===== config.mk =====
export PLATFORM = sky130hd
export DESIGN_NAME = seq_mult_unit_flat
export DESIGN_NICKNAME = d
export VERILOG_FILES = /design/src/rtl/seq_mult_unit_if.sv /design/src/rtl/seq_mult_unit.sv /design/src/flat_wrapper.sv
export SDC_FILE = /design/constraint.sdc
export NUM_CORES = 1
export LEC_CHECK = 0
export CELL_PAD_IN_SITES_DETAIL_PLACEMENT = 1
export CELL_PAD_IN_SITES_GLOBAL_PLACEMENT = 1
export CORE_ASPECT_RATIO = 1.2
export CORE_MARGIN = 1.5
export CORE_UTILIZATION = 39
export DETAILED_ROUTE_END_ITERATION = 12
export PLACE_DENSITY_LB_ADDON = 0.1
export SYNTH_ARGS = -nofsm -noshare
export SYNTH_HDL_FRONTEND = slang
export SYNTH_SLANG_ARGS = --single-unit
export TNS_END_PERCENT = 50

===== constraint.sdc =====
create_clock -name clk -period 3.8 [get_ports clk]
set_clock_uncertainty 0.1 [all_clocks]
set_input_delay 0.76 -clock clk [delete_from_list [all_inputs] [get_ports clk]]
set_output_delay 0.76 -clock clk [all_outputs]
set_load 0.01 [all_outputs]

===== src/rtl/seq_mult_unit_if.sv =====
// Operand/result bundle between the ALU-side caller and the MULT unit.
// Latency: none, plain wires.
// Backpressure: none; the caller watches busy/done before issuing start.
interface seq_mult_unit_if #(
  parameter int WIDTH = 32
);
  logic                 start;
  logic                 signed_mode;
  logic [WIDTH-1:0]     mcand;
  logic [WIDTH-1:0]     mplier;
  logic                 busy;
  logic                 done;
  logic [2*WIDTH-1:0]   product;

  modport master (
    output start, signed_mode, mcand, mplier,
    input  busy, done, product
  );

  modport slave (
    input  start, signed_mode, mcand, mplier,
    output busy, done, product
  );
endinterface


===== src/rtl/seq_mult_unit.sv =====
// Sequential shift-add multiplier (WIDTH x WIDTH -> 2*WIDTH), optional signed mode.
// Latency: WIDTH cycles from accepted start to the one-cycle done pulse.
// Backpressure: start is only taken in IDLE/DONE; requests during RUN are dropped.
module seq_mult_unit #(
  parameter int WIDTH     = 32,
  parameter bit SIGNED_EN = 1'b1
) (
  input logic            clk,
  input logic            rst_n,
  seq_mult_unit_if.slave bus
);
  localparam int CNT_W = $clog2(WIDTH);

  typedef enum logic [1:0] {IDLE, RUN, DONE} state_t;

  state_t               state;
  state_t               state_nxt;
  logic [2*WIDTH-1:0]   p_reg;
  logic [WIDTH-1:0]     m_reg;
  logic [CNT_W-1:0]     cnt;
  logic                 neg;
  logic [2*WIDTH-1:0]   product;
  logic                 busy;
  logic                 done;

  logic                 accept;
  logic                 sgn;
  logic                 last;
  logic [WIDTH-1:0]     mcand_mag;
  logic [WIDTH-1:0]     mplier_mag;
  logic [WIDTH:0]       sum;
  logic [2*WIDTH-1:0]   p_nxt;

  assign accept = bus.start && ((state == IDLE) || (state == DONE));
  assign sgn    = bus.signed_mode & SIGNED_EN;

  // The most negative value negates to itself, which read as unsigned is
  // exactly its magnitude, so no extra bit is needed.
  assign mcand_mag  = (sgn && bus.mcand[WIDTH-1])  ? -bus.mcand  : bus.mcand;
  assign mplier_mag = (sgn && bus.mplier[WIDTH-1]) ? -bus.mplier : bus.mplier;

  // Add into the upper half with the carry kept, then shift the whole thing right.
  assign sum   = {1'b0, p_reg[2*WIDTH-1:WIDTH]} + (p_reg[0] ? {1'b0, m_reg} : '0);
  assign p_nxt = {sum, p_reg[WIDTH-1:1]};
  assign last  = (cnt == CNT_W'(WIDTH - 1));

  // State register.
  always_ff @(posedge clk or negedge rst_n) begin
    if (!rst_n) state <= IDLE;
    else        state <= state_nxt;
  end

  // Next-state and handshake outputs.
  always_comb begin
    state_nxt = state;
    busy      = 1'b0;
    done      = 1'b0;
    case (state)
      IDLE: begin
        if (accept) state_nxt = RUN;
      end
      RUN: begin
        busy = 1'b1;
        if (last) state_nxt = DONE;
      end
      DONE: begin
        done      = 1'b1;
        state_nxt = bus.start ? RUN : IDLE;
      end
      default: state_nxt = IDLE;
    endcase
  end

  // Operand capture, iteration and result write-back.
  always_ff @(posedge clk or negedge rst_n) begin
    if (!rst_n) begin
      p_reg   <= '0;
      m_reg   <= '0;
      cnt     <= '0;
      neg     <= 1'b0;
      product <= '0;
    end else if (accept) begin
      p_reg <= {{WIDTH{1'b0}}, mplier_mag};
      m_reg <= mcand_mag;
      cnt   <= '0;
      neg   <= sgn & (bus.mcand[WIDTH-1] ^ bus.mplier[WIDTH-1]);
    end else if (state == RUN) begin
      p_reg <= p_nxt;
      cnt   <= cnt + 1'b1;
      if (last) product <= neg ? -p_nxt : p_nxt;
    end
  end

  assign bus.busy    = busy;
  assign bus.done    = done;
  assign bus.product = product;
endmodule


===== src/flat_wrapper.sv =====
// flat-port wrapper written by rule: the top's interface ports become plain ports
module seq_mult_unit_flat 
#(
  parameter int WIDTH     = 32,
  parameter bit SIGNED_EN = 1'b1
)
  (clk, rst_n, bus_start, bus_signed_mode, bus_mcand, bus_mplier, bus_busy, bus_done, bus_product);
  seq_mult_unit_if #(.WIDTH(WIDTH)) bus_i ();
  input logic clk;
  input logic rst_n;
  input wire logic [$bits(bus_i.start)-1:0] bus_start;
  input wire logic [$bits(bus_i.signed_mode)-1:0] bus_signed_mode;
  input wire logic [$bits(bus_i.mcand)-1:0] bus_mcand;
  input wire logic [$bits(bus_i.mplier)-1:0] bus_mplier;
  output wire logic [$bits(bus_i.busy)-1:0] bus_busy;
  output wire logic [$bits(bus_i.done)-1:0] bus_done;
  output wire logic [$bits(bus_i.product)-1:0] bus_product;
  assign bus_i.start = bus_start;
  assign bus_i.signed_mode = bus_signed_mode;
  assign bus_i.mcand = bus_mcand;
  assign bus_i.mplier = bus_mplier;
  assign bus_busy = bus_i.busy;
  assign bus_done = bus_i.done;
  assign bus_product = bus_i.product;
  seq_mult_unit #(.WIDTH(WIDTH), .SIGNED_EN(SIGNED_EN)) u_core (.clk(clk), .rst_n(rst_n), .bus(bus_i));
endmodule

-- After elaboration in Yosys (flattened, before gate mapping)
Index checks and enable logic that the tools add are counted.
Widths: inputs -> output; s select.
- flip-flop bits (word level): 168
- input port bits: 68
- output and inout port bits: 66
- logic and storage cells: 41
- add/subtract/negate cells: 5
- eq/ne operators: 5
- mux-type cells: 14
- bitwise logic cells: 3
- reductions and logical operators: 8
- operator list (kind ; count):
    $mux 64 ; 3
    $mux 32 ; 3
    $neg 32->32 ; 2
    $neg 64->64 ; 1
    $add 32x33->33 ; 1
    $mux 5 ; 2
    $pmux 2 s3 ; 1
    $add 5x1->5 const B ; 1
    $eq 5x5->1 const B ; 1
    $mux 2 ; 2
    $ne 2x1->1 const B ; 2
    $logic_and 1x1->1 ; 3
    $mux 1 ; 3
    $reduce_and 3->1 ; 1
    $eq 2x1->1 const B ; 1
    $eq 2x2->1 const B ; 1
    $logic_not 2->1 ; 1
    $reduce_and 2->1 ; 1
    $reduce_bool 2->1 ; 1
    $and 1x1->1 ; 1
    $logic_or 1x1->1 ; 1
    $not 1->1 ; 1
    $xor 1x1->1 ; 1

-- Logic depth before layout (Yosys ltp)
Gate-level depths: netlist of the first run.
- depth after elaboration: 5
- depth in mapped cells: 15
- gate-level depth less buffers: 13

-- Least setup slack after synthesis of the first run
Ideal clock, no wire load.
- kind: reg-to-reg
- start point: register u_core.p_reg[0]
- end point: register u_core.product[63], in the netlist u_core.bus.product[63]
- data arrival time: 3714 ps
- required time: 3614 ps
- setup slack: -100 ps
- cell stages (with the launch flop): 15
- buffers on the path: 1
- period minus slack after synthesis: 3900 ps
- cells stage by stage: dfrtp_1 clkbuf_1 and2_1 ha_1 fa_1 a211oi_2 o211ai_1 a22oi_1 nor3b_1 o22ai_1 nor4_2 nand3_2 nor3_1 mux2_2 nor3_1
- cells in the longest elaborated chain, start to end: 4
- RTL lines (what ; RTL line ; RTL):
    start: declaration ; seq_mult_unit.sv:18 ; logic [2*WIDTH-1:0] p_reg;
    start signal: assignment ; seq_mult_unit.sv:83 ; p_reg <= {{WIDTH{1'b0}}, mplier_mag};
    start signal: assignment ; seq_mult_unit.sv:88 ; p_reg <= p_nxt;
    $mux 32 * ; seq_mult_unit.sv:43 ; assign sum = {1'b0, p_reg[2*WIDTH-1:WIDTH]} + (p_reg[0] ? {1'b0, m_reg} : '0);
    $add 32x33->33 * ; seq_mult_unit.sv:43 ;
    $neg 64->64 ; seq_mult_unit.sv:90 ; if (last) product <= neg ? -p_nxt : p_nxt;
    $mux 64 * ; seq_mult_unit.sv:90 ;
    end signal: assignment ; seq_mult_unit.sv:90 ;
    end: declaration ; seq_mult_unit.sv:22 ; logic [2*WIDTH-1:0] product;
Every way passes the cells marked *; elsewhere a longest branch is shown, timed or not.
A chain may end at the register's enable or synchronous reset.

-- Worst setup path after layout of the first run
- start point: register u_core.p_reg[0]
- end point: register u_core.product[61], in the netlist u_core.bus.product[61]
The elaborated chain is that of the path after synthesis.

==> qor.csv, run 1 <==
stage;metric;value;unit
status;status;finished with violations;
status;violations;setup timing;
timing;tightest_slew;0.891;ns
place;place_congestion;0.884;
clock_network;clkSlewWorstSetupHoldPaths;0.08;ns
die;rows;68;
power;switching_power;7180;uW
yosys;netlist_top_cells_area;dfrtp_1 (37%), nand2_1 (8.5%), o21ai_0 (6.7%), xor2_1 (6.6%), xnor2_1 (4.3%);
timing;whs;0.309;ns
power;combPwrFrac;66.0;%
critical_path;r2r-start;u_core.p_reg[0]$_DFFE_PN0P_;
grt;grt_use_total;27.0;%
power;intPower;8550;uW
timing;max_freq;256;MHz
yosys;seq_area_frac_synth;37.1;%
yosys;yosys.cell_count.top_type;nand2_1;
grt;grt_antenna_before_repair;1;
place;dpl_cell_area;14000;sq um
yosys;syn-instance-count;1367;
clock_network;cts_buffer_depth;2;
power;p_sw_share;45.6;%
timing;rsz0062_at_grt;true;
yosys;syn_area;11300;sq um
die;pin_count;134;
yosys;synth_compound_area_share;21.5;%
routing;first_pass_iters;4;
timing;maxSlewViolCount;0;
final_layout;drive_gt1_share;19.0;%
yosys;syn_avg_cell_area;8.29;sq um
routing;wire_per_inst;20.0;um
clock_network;clk_latency;0.45;ns
yosys;synthTopCellsByCount;nand2_1 (256), dfrtp_1 (168), o21ai_0 (151);
routing;vias;11000;
yosys;synthDominantCellAreaShare;37.1;%
yosys;synth_cell_types;75;
yosys;synthAdderAreaFrac;4.26;%
final_layout;area_growth;35.1;%
critical_path;crit_chain;buf_4 > buf_6 > and2_1 > ha_1 > buf_4 > nand2_1 > buf_4 > nor2_1 > a21oi_1 > buf_4 > a21boi_0 > xor2_1 > nand3_2 > buf_6 > o41ai_4 > xor2_1 > o21ai_1;
die;core-area;28700;sq um
critical_path;cp_common_cell;buf_4;
timing;setup_viol;11;
timing;hold_viol;0;
place;dp_cells;1949;
power;p_leak;0.00654;uW
critical_path;worstPathRequired;3.99;ns
critical_path;slowest_delay;0.49;ns
clock_network;clock-root-buffer;clkbuf_16;
timing;max_slew_margin;40.6;%
critical_path;worstPathMaxFanout;7;
final_layout;final_area;15300;sq um
grt;grt_pass1_wl;62.2;mm
yosys;ys_ff_latch;168;
die;initial_core_util;39.5;%
yosys;ys.flop_type;dfrtp_1;
routing;antenna_left;0;
critical_path;criticalPathCategory;register to register;
place;post-dp-hpwl;29.6;mm
clock_network;cts_buffers;17;
grt;grt_start_max_net_pins;89;
die;die_area;30100;sq um
timing;period_needed;3.91;ns
grt;grt_overflow;0;
critical_path;end_kind;register;
die;die_x;159;um
clock_network;cts_sinks;168;
routing;vias_per_cell;5.46;
timing;setup_slack;-0.113;ns
critical_path;cp.arrival;4.11;ns
power;worst_ir_drop_vdd;0.396;mV
critical_path;worstReg2RegEnd;u_core.bus.product[61]$_DFFE_PN0P_;
clock_network;postCtsHoldBufs;0;
worst_hold_path;min_path_type;input port to async pin;
final_layout;fillers;3386;
critical_path;reg2reg_depth;17;
clock_network;cts_tree;done;
yosys;synthesis.nets;1473;
yosys;synth_top_family_by_area;simple AND/OR/NAND/NOR gates;
grt;grt_pass1_vias;11600;
power;p_per_area;1030;nW/um^2
yosys;yosys_warnings;0;
critical_path;cp-start-kind;register;
final_layout;finalNetCount;1711;
routing;finalWirelength;40.0;mm
run;drv_cap;0;
final_layout;final_cells;2004;
routing;drt_iter0_drc;435;
yosys;async_flop_share;100;%
timing;post-route-period-util;103;%
place;pre_cts_ws;-0.267;ns
critical_path;ff2ff_setup_slack;-0.11;ns
yosys;yosys.area_share.xor_xnor;11.0;%
critical_path;slowest_stage;dfrtp_2;
power;pwr-share-clk;11.4;%
clock_network;htreeDepth;4;
yosys;muxShareOfSynthArea;0.387;%
timing;fin_tns_setup;-0.591;ns
die;die_h;190;um
place;io_buffers;133;
routing;drc;0;
yosys;post-synth-top-area-cell;dfrtp_1;
yosys;synth_edf_count;0;
yosys;synth-simple-area-share;22.2;%
power;seqPwrFrac;22.6;%
[final cells by class]
type	count	area (sq um)	share of cell area, %
Antenna cell	1	2.50	0.0163
Clock buffer	19	433	2.83
Clock inverter	13	146	0.956
Inverter	26	97.6	0.638
Multi-Input combinational cell	1095	7300	47.7
Sequential cell	168	4210	27.5
Tap cell	385	482	3.15
Timing Repair Buffer	297	2640	17.2
[placed cells by master, fill, tap and decap left out, drive strengths merged, types with 11 or more instances in the layout]
cell           synthesis  layout
a21oi                 65      65
a22o                  22      22
a31oi                 35      35
and2                  43      43
and3                  11      11
buf                   17     164
clkbuf                61      20
clkdlybuf4s50          0     132
dfrtp                168     168
ha                    37      37
inv                   26      30
nand2                256     256
nand2b                11      11
nand3                 16      16
nand4                 15      15
nor2                  86      86
nor3                  25      25
nor4                  17      17
o211ai                11      11
o21ai                166     166
o31ai                 26      26
o41ai                 13      13
or4                   12      12
xnor2                 56      56
xor2                  86      86
[critical path: cells and delay by family (launching register included)]
family          cells  cell delay [ns]
fa+ha+maj           1             0.31
simple gates        4             0.49
buf+inv             6             0.95
compound gates      4             0.87
xor+xnor            2             0.56
flops               1             0.49
[logic make-up after synthesis]
kind of cell             Yosys count
adder cells (fa/ha/maj)           38
buffers and inverters            104
AO/OA/AOI/OAI                    385
XOR/XNOR                         142
multiplexers                       4
flip-flops                       168
AND/OR/NAND/NOR                  526
[through the flow]
stage	utilization, %	power [uW]
6_report	53.4	15700
5_1_grt	53.4	16800
4_1_cts	52.0	15200
3_5_place_dp	48.7	12800
3_3_place_gp	48.7	12500
2_1_floorplan	-	8420
[power by group through the flow]
stage / logic, uW / clock network (uW) / registers [uW]
floorplan: 5040 / 0 / 3370
global placement: 9040 / 0 / 3510
detailed placement: 9230 / 0 / 3540
CTS: 9800 / 1820 / 3540
global route: 11300 / 1880 / 3670
finish: 10400 / 1790 / 3560
[worst max-delay path by stage]
stage / cells after the start / to / slack (ns) / startpoint
after floorplan: 14 / u_core.bus.product[62]$_DFFE_PN0P_ / 0.003 / u_core.p_reg[0]$_DFFE_PN0P_
after global placement: 11 / u_core.bus.product[61]$_DFFE_PN0P_ / -0.16 / u_core.p_reg[0]$_DFFE_PN0P_
after detailed placement: 17 / u_core.bus.product[62]$_DFFE_PN0P_ / -0.27 / u_core.p_reg[0]$_DFFE_PN0P_
after CTS: 13 / u_core.bus.product[61]$_DFFE_PN0P_ / -0.13 / u_core.p_reg[0]$_DFFE_PN0P_
after global routing: 15 / u_core.bus.product[61]$_DFFE_PN0P_ / -0.29 / u_core.p_reg[0]$_DFFE_PN0P_
final: 17 / u_core.bus.product[61]$_DFFE_PN0P_ / -0.11 / u_core.p_reg[0]$_DFFE_PN0P_
[metal layers]
metal	share of wire (%)	track usage, %
met2	53	50.1
met4	4.0	12.0
met5	0	0
met1	40	29.9
met3	2.8	4.40
[what timing repair did]
action | CTS | global route
cloned | 0 | 2
gates resized for setup | 62 | 48
setup buffers | 7 | 15
pin swaps | 33 | 30
hold endpoints to repair | 0 | 0
endpoints found under the setup margin | 17 | 17
(Power assumes the default switching activity.)
==> inputs of run 2 (changes only) <==
--- a/config.mk
+++ b/config.mk
@@ -9,8 +9,10 @@
 export CELL_PAD_IN_SITES_GLOBAL_PLACEMENT = 1
 export CORE_ASPECT_RATIO = 1.2
 export CORE_MARGIN = 1.5
-export CORE_UTILIZATION = 39
+export CORE_UTILIZATION = 43
+export CTS_CLUSTER_SIZE = 12
 export DETAILED_ROUTE_END_ITERATION = 12
+export MAX_ROUTING_LAYER = met4
 export PLACE_DENSITY_LB_ADDON = 0.1
 export SYNTH_ARGS = -nofsm -noshare
 export SYNTH_HDL_FRONTEND = slang
==> constraint.sdc (replaced) <==
create_clock -name clk -period 3.6 [get_ports clk]
set_clock_uncertainty 0.1 [all_clocks]
set_input_delay 0.72 -clock clk [delete_from_list [all_inputs] [get_ports clk]]
set_output_delay 0.72 -clock clk [all_outputs]
set_load 0.01 [all_outputs]
==> qor.csv, run 2 (synthesized netlist as in run 1, its figures left out) <==
stage;metric;value;unit
critical_path;slowest_stage;dfrtp_2;
clock_network;clock-root-buffer;clkbuf_16;
place;pre_cts_ws;-0.454;ns
final_layout;drive_gt1_share;22.3;%
final_layout;final_cell_mix;nand2_1 (252), buf_4 (204), dfrtp_1 (166), o21ai_0 (134), clkdlybuf4s50_1 (132);
timing;post-route-period-util;108;%
critical_path;cp-start-kind;register;
clock_network;cts_buffer_depth;2;
grt;grt_overflow;0;
place;place_congestion;0.915;
grt;grt_pass1_wl;66.4;mm
critical_path;r2r-start;u_core.p_reg[0]$_DFFE_PN0P_;
critical_path;crit_family;compound AO/OA/AOI/OAI gates;
timing;whs;0.0973;ns
power;p_leak;0.00684;uW
clock_network;postCtsHoldBufs;0;
die;die_x;151;um
grt;grt_antenna_before_repair;0;
timing;max_slew_margin;50.1;%
clock_network;clkSlewWorstSetupHoldPaths;0.07;ns
critical_path;worstPathRequired;3.83;ns
timing;rsz0062_at_grt;true;
timing;tightest_slew;0.749;ns
timing;period_needed;3.90;ns
status;violations;setup timing;
die;die_h;181;um
critical_path;criticalPathCategory;register to register;
routing;vias;11500;
die;die_area;27300;sq um
routing;first_pass_iters;6;
clock_network;cts_tree;done;
critical_path;cp.arrival;4.13;ns
critical_path;worstPathMaxFanout;5;
worst_hold_path;min_path_type;input port to async pin;
die;initial_core_util;44.1;%
grt;grt_start_max_net_pins;72;
clock_network;cts_buffers;17;
place;dp_cells;1949;
routing;antenna_left;0;
power;worst_ir_drop_vdd;0.488;mV
timing;max_freq;256;MHz
routing;vias_per_cell;5.74;
timing;maxSlewViolCount;0;
run;drv_cap;0;
final_layout;final_core_util;61.5;%
die;pin_count;134;
timing;setup_viol;17;
critical_path;critPathBufInv;1;
timing;setup_slack;-0.301;ns
timing;hold_viol;0;
grt;grt_pass1_vias;12700;
final_layout;final_cells;1999;
final_layout;area_growth;39.6;%
die;core-area;25700;sq um
clock_network;clk_latency;0.45;ns
critical_path;end_kind;register;
routing;wire_per_inst;20.8;um
grt;grt_use_total;32.1;%
critical_path;crit_start;u_core.p_reg[0]$_DFFE_PN0P_;
status;status;finished with violations;
routing;drc;0;
routing;finalWirelength;41.6;mm
clock_network;htreeDepth;4;
place;io_buffers;133;
die;rows;64;
final_layout;finalNetCount;1762;
final_layout;antennaDiodeCount;0;
final_layout;mostFrequentLayoutCell;nand2_1;
place;post-dp-hpwl;30.7;mm
routing;drt_iter0_drc;473;
power;p_per_area;1100;nW/um^2
critical_path;slowest_delay;0.44;ns
critical_path;crit_chain;and2_4 > ha_4 > fa_2 > a211oi_4 > o211ai_1 > a22oi_2 > nor3b_4 > o22ai_2 > nor4_4 > nand3_2 > buf_4 > o41ai_4 > xor2_1 > o21ai_1;
clock_network;cts_sinks;168;
==> run 2: cell types whose count changed in the layout (fill, tap and decap cells not counted), moves of 3 or more <==
cell and change:
a21oi_2 -3, buf_4 +49, ha_4 +3, nor4_2 +3
o21ai_0 -8, o21ai_1 +4, o21ai_4 +3
==> run 2: repair_timing <==
| action | in CTS | in global routing |
|---|---|---|
| buffers inserted | 10 | 11 |
| setup endpoints to repair | 20 | 21 |
| pin swaps | 37 | 38 |
| resized for setup | 68 | 66 |
==> run 2: worst paths after layout <==
check / to / slack (ns) / depth (start not counted)
max: u_core.bus.product[61]$_DFFE_PN0P_ / -0.30 / 14
min: u_core.m_reg[23]$_DFFE_PN0P_ / 0.1 / 1
max in group asynchronous: u_core.neg$_DFFE_PN0P_ / 2.55 / 2
max reg2reg: u_core.bus.product[61]$_DFFE_PN0P_ / -0.30 / 14
min in group clk: u_core.m_reg[27]$_DFFE_PN0P_ / 0.38 / 2
min reg2reg: u_core.m_reg[27]$_DFFE_PN0P_ / 0.38 / 2
==> run 2: layer usage <==
metal  wire, um  GRT usage (%)  up-vias
met2      22400           57.8      195
met3       1070           4.34      101
met1      16100           34.3     5776
li1           -              -     5398
met4       1960           15.0        0
met5          0              -        -
==> run 2: metrics by stage <==
step,total power [uW],TNS [ns],cell area [sq um]
4_1_cts,16800,-3.21,15400
3_3_place_gp,13600,-3.72,14400
5_1_grt,18500,-5.12,15800
2_1_floorplan,8970,-0.126,11400
3_5_place_dp,14000,-6.20,14400
6_report,17400,-2.61,15800
==> run 2: report_power, final <==
part | switching, uW | internal, uW | total, uW
registers | 929 | 2840 | 3770
clock network | 869 | 1180 | 2050
logic | 6010 | 5560 | 11600
total | 7810 | 9580 | 17400
==> run 2: area by class of cell <==
class                      instances  area (sq um)
tap                              330           413
fill                            3011          9890
timing repair buffer             348          3020
sequential                       168          4210
inverter                          26          97.6
multi-input combinational       1095          7430
clock inverter                    14           214
clock buffer                      18           429
==> inputs of run 3 (changes only) <==
--- a/config.mk
+++ b/config.mk
@@ -17,4 +17,3 @@
 export SYNTH_ARGS = -nofsm -noshare
 export SYNTH_HDL_FRONTEND = slang
 export SYNTH_SLANG_ARGS = --single-unit
-export TNS_END_PERCENT = 50
==> qor.csv, run 3 (synthesized netlist as in run 1, its figures left out) <==
stage;metric;value;unit
timing;max_slew_margin;42.1;%
status;status;finished with violations;
final_layout;seq_area;4210;sq um
die;die_h;181;um
die;pin_count;134;
routing;first_pass_iters;5;
routing;wire_per_inst;21.2;um
final_layout;antennaDiodeCount;0;
final_layout;drive_gt1_share;23.4;%
grt;grt_pass1_vias;12600;
die;initial_core_util;44.1;%
final_layout;mostFrequentLayoutCell;nand2_1;
critical_path;worstReg2RegEnd;u_core.bus.product[61]$_DFFE_PN0P_;
routing;finalWirelength;42.5;mm
place;post-dp-hpwl;30.7;mm
critical_path;slowest_delay;0.44;ns
power;worst_ir_drop_vdd;0.484;mV
power;p_leak;0.00692;uW
clock_network;cts_tree;done;
place;io_buffers;133;
grt;grt_pass1_wl;66.5;mm
critical_path;end_kind;register;
timing;maxSlewViolCount;0;
critical_path;crit_chain;and2_4 > ha_4 > fa_2 > a211oi_4 > o211ai_1 > a22oi_2 > a211oi_2 > xnor2_2 > nor3b_2 > nand4_1 > buf_4 > o41ai_4 > xor2_1 > o21ai_1;
critical_path;crit_start;u_core.p_reg[0]$_DFFE_PN0P_;
timing;period_needed;3.96;ns
die;die_area;27300;sq um
final_layout;finalNetCount;1769;
final_layout;area_growth;41.8;%
critical_path;worstPathRequired;3.83;ns
critical_path;critical_path.endpoint;u_core.bus.product[61]$_DFFE_PN0P_;
critical_path;worstPathMaxFanout;6;
timing;max_freq;252;MHz
final_layout;final_cell_mix;nand2_1 (252), buf_4 (208), dfrtp_1 (166), o21ai_0 (132), clkdlybuf4s50_1 (132);
die;rows;64;
worst_hold_path;min_path_type;input port to async pin;
grt;grt_use_total;32.2;%
routing;drt_iter0_drc;438;
run;drv_cap;0;
clock_network;clkSlewWorstSetupHoldPaths;0.07;ns
critical_path;ff2ff_setup_slack;-0.36;ns
place;pre_cts_ws;-0.454;ns
grt;grt_start_max_net_pins;72;
timing;rsz0062_at_grt;true;
final_layout;multi_input_area;7600;sq um
clock_network;cts_sinks;168;
grt;grt_antenna_before_repair;0;
routing;vias_per_cell;5.75;
critical_path;slowest_stage;dfrtp_2;
clock_network;cts_buffers;17;
critical_path;cp-start-kind;register;
critical_path;reg2reg_depth;14;
clock_network;cts_buffer_depth;2;
status;violations;setup timing;
routing;antenna_left;0;
routing;drc;0;
power;p_per_area;1110;nW/um^2
final_layout;final_cells;2006;
timing;setup_slack;-0.363;ns
clock_network;htreeDepth;4;
timing;post-route-period-util;110;%
routing;vias;11500;
die;core-area;25700;sq um
place;dp_cells;1949;
die;die_x;151;um
critical_path;cp.arrival;4.19;ns
critical_path;criticalPathCategory;register to register;
timing;setup_viol;15;
place;place_congestion;0.915;
critical_path;r2r-start;u_core.p_reg[0]$_DFFE_PN0P_;
clock_network;clk_latency;0.45;ns
final_layout;fillers;2987;
timing;tightest_slew;0.869;ns
grt;grt_overflow;0;
clock_network;clock-root-buffer;clkbuf_16;
timing;hold_viol;0;
power;power.total;17900;uW
-- run 3: cell count changes in the layout (fill, tap and decap cells not counted), sizes merged --
cell  delta
buf      +7
-- run 3: worst min-delay path by stage --
stage	startpoint	to	slack, ns
6_report	rst_n	u_core.m_reg[23]$_DFFE_PN0P_	0.1
5_1_grt	rst_n	u_core.m_reg[23]$_DFFE_PN0P_	0.12
4_1_cts	rst_n	u_core.m_reg[23]$_DFFE_PN0P_	0.11
3_5_place_dp	u_core.m_reg[27]$_DFFE_PN0P_	u_core.m_reg[27]$_DFFE_PN0P_	0.37
3_3_place_gp	u_core.bus.product[29]$_DFFE_PN0P_	u_core.bus.product[29]$_DFFE_PN0P_	0.36
2_1_floorplan	rst_n	u_core.bus.product[0]$_DFFE_PN0P_	0.32
-- run 3: through the flow --
step	hold slack (ns)	setup TNS (ns)	utilization, %	area (sq um)
final	0.0963	-2.48	62.5	16100
after global routing	0.120	-5.13	62.5	16100
after detailed placement	0.372	-6.20	55.9	14400
after global placement	0.362	-3.72	55.9	14400
after CTS	0.108	-3.38	60.2	15500
after floorplan	0.324	-0.126	-	11400
-- run 3: area by class of cell --
type	instances	area share, %
multi-input cells	1095	47.3
flip-flops and latches	168	26.2
repair buffers	355	19.3
clock buffers	18	2.67
well taps	330	2.57
clock inverters	14	1.33
inverters	26	0.608
-- run 3: layer usage --
metal / global-route usage, % / vias to the layer above / routed length (um)
met5: - / - / 0
met4: 13.1 / 0 / 1880
met3: 3.71 / 100 / 1170
met2: 59.0 / 243 / 23400
met1: 34.6 / 5785 / 16100
li1: - / 5405 / -
-- run 3: timing repair --
| item | CTS | global route |
|---|---|---|
| hold buffers | 0 | 0 |
| resized for setup | 73 | 86 |
| setup buffers | 11 | 16 |
| pin swaps | 36 | 40 |
| endpoints found under the setup margin | 20 | 21 |
-- run 3: report_power, final --
group / leakage (uW) / switching [uW] / internal, uW
combinational: 0.00461 / 6200 / 5840
sequential: 0.00201 / 958 / 2840
clock: 0.000303 / 876 / 1180
-- run 3: critical path: cells and delay by family, from the launching register on --
kind                       cells  cell delay, ns
AOI/OAI and AO/OA              6            1.43
adders and majority gates      2            0.52
DFF                            1            0.44
buffers and inverters          1            0.23
and+or+nand+nor                3            0.68
xor gates and xnor gates       2            0.45
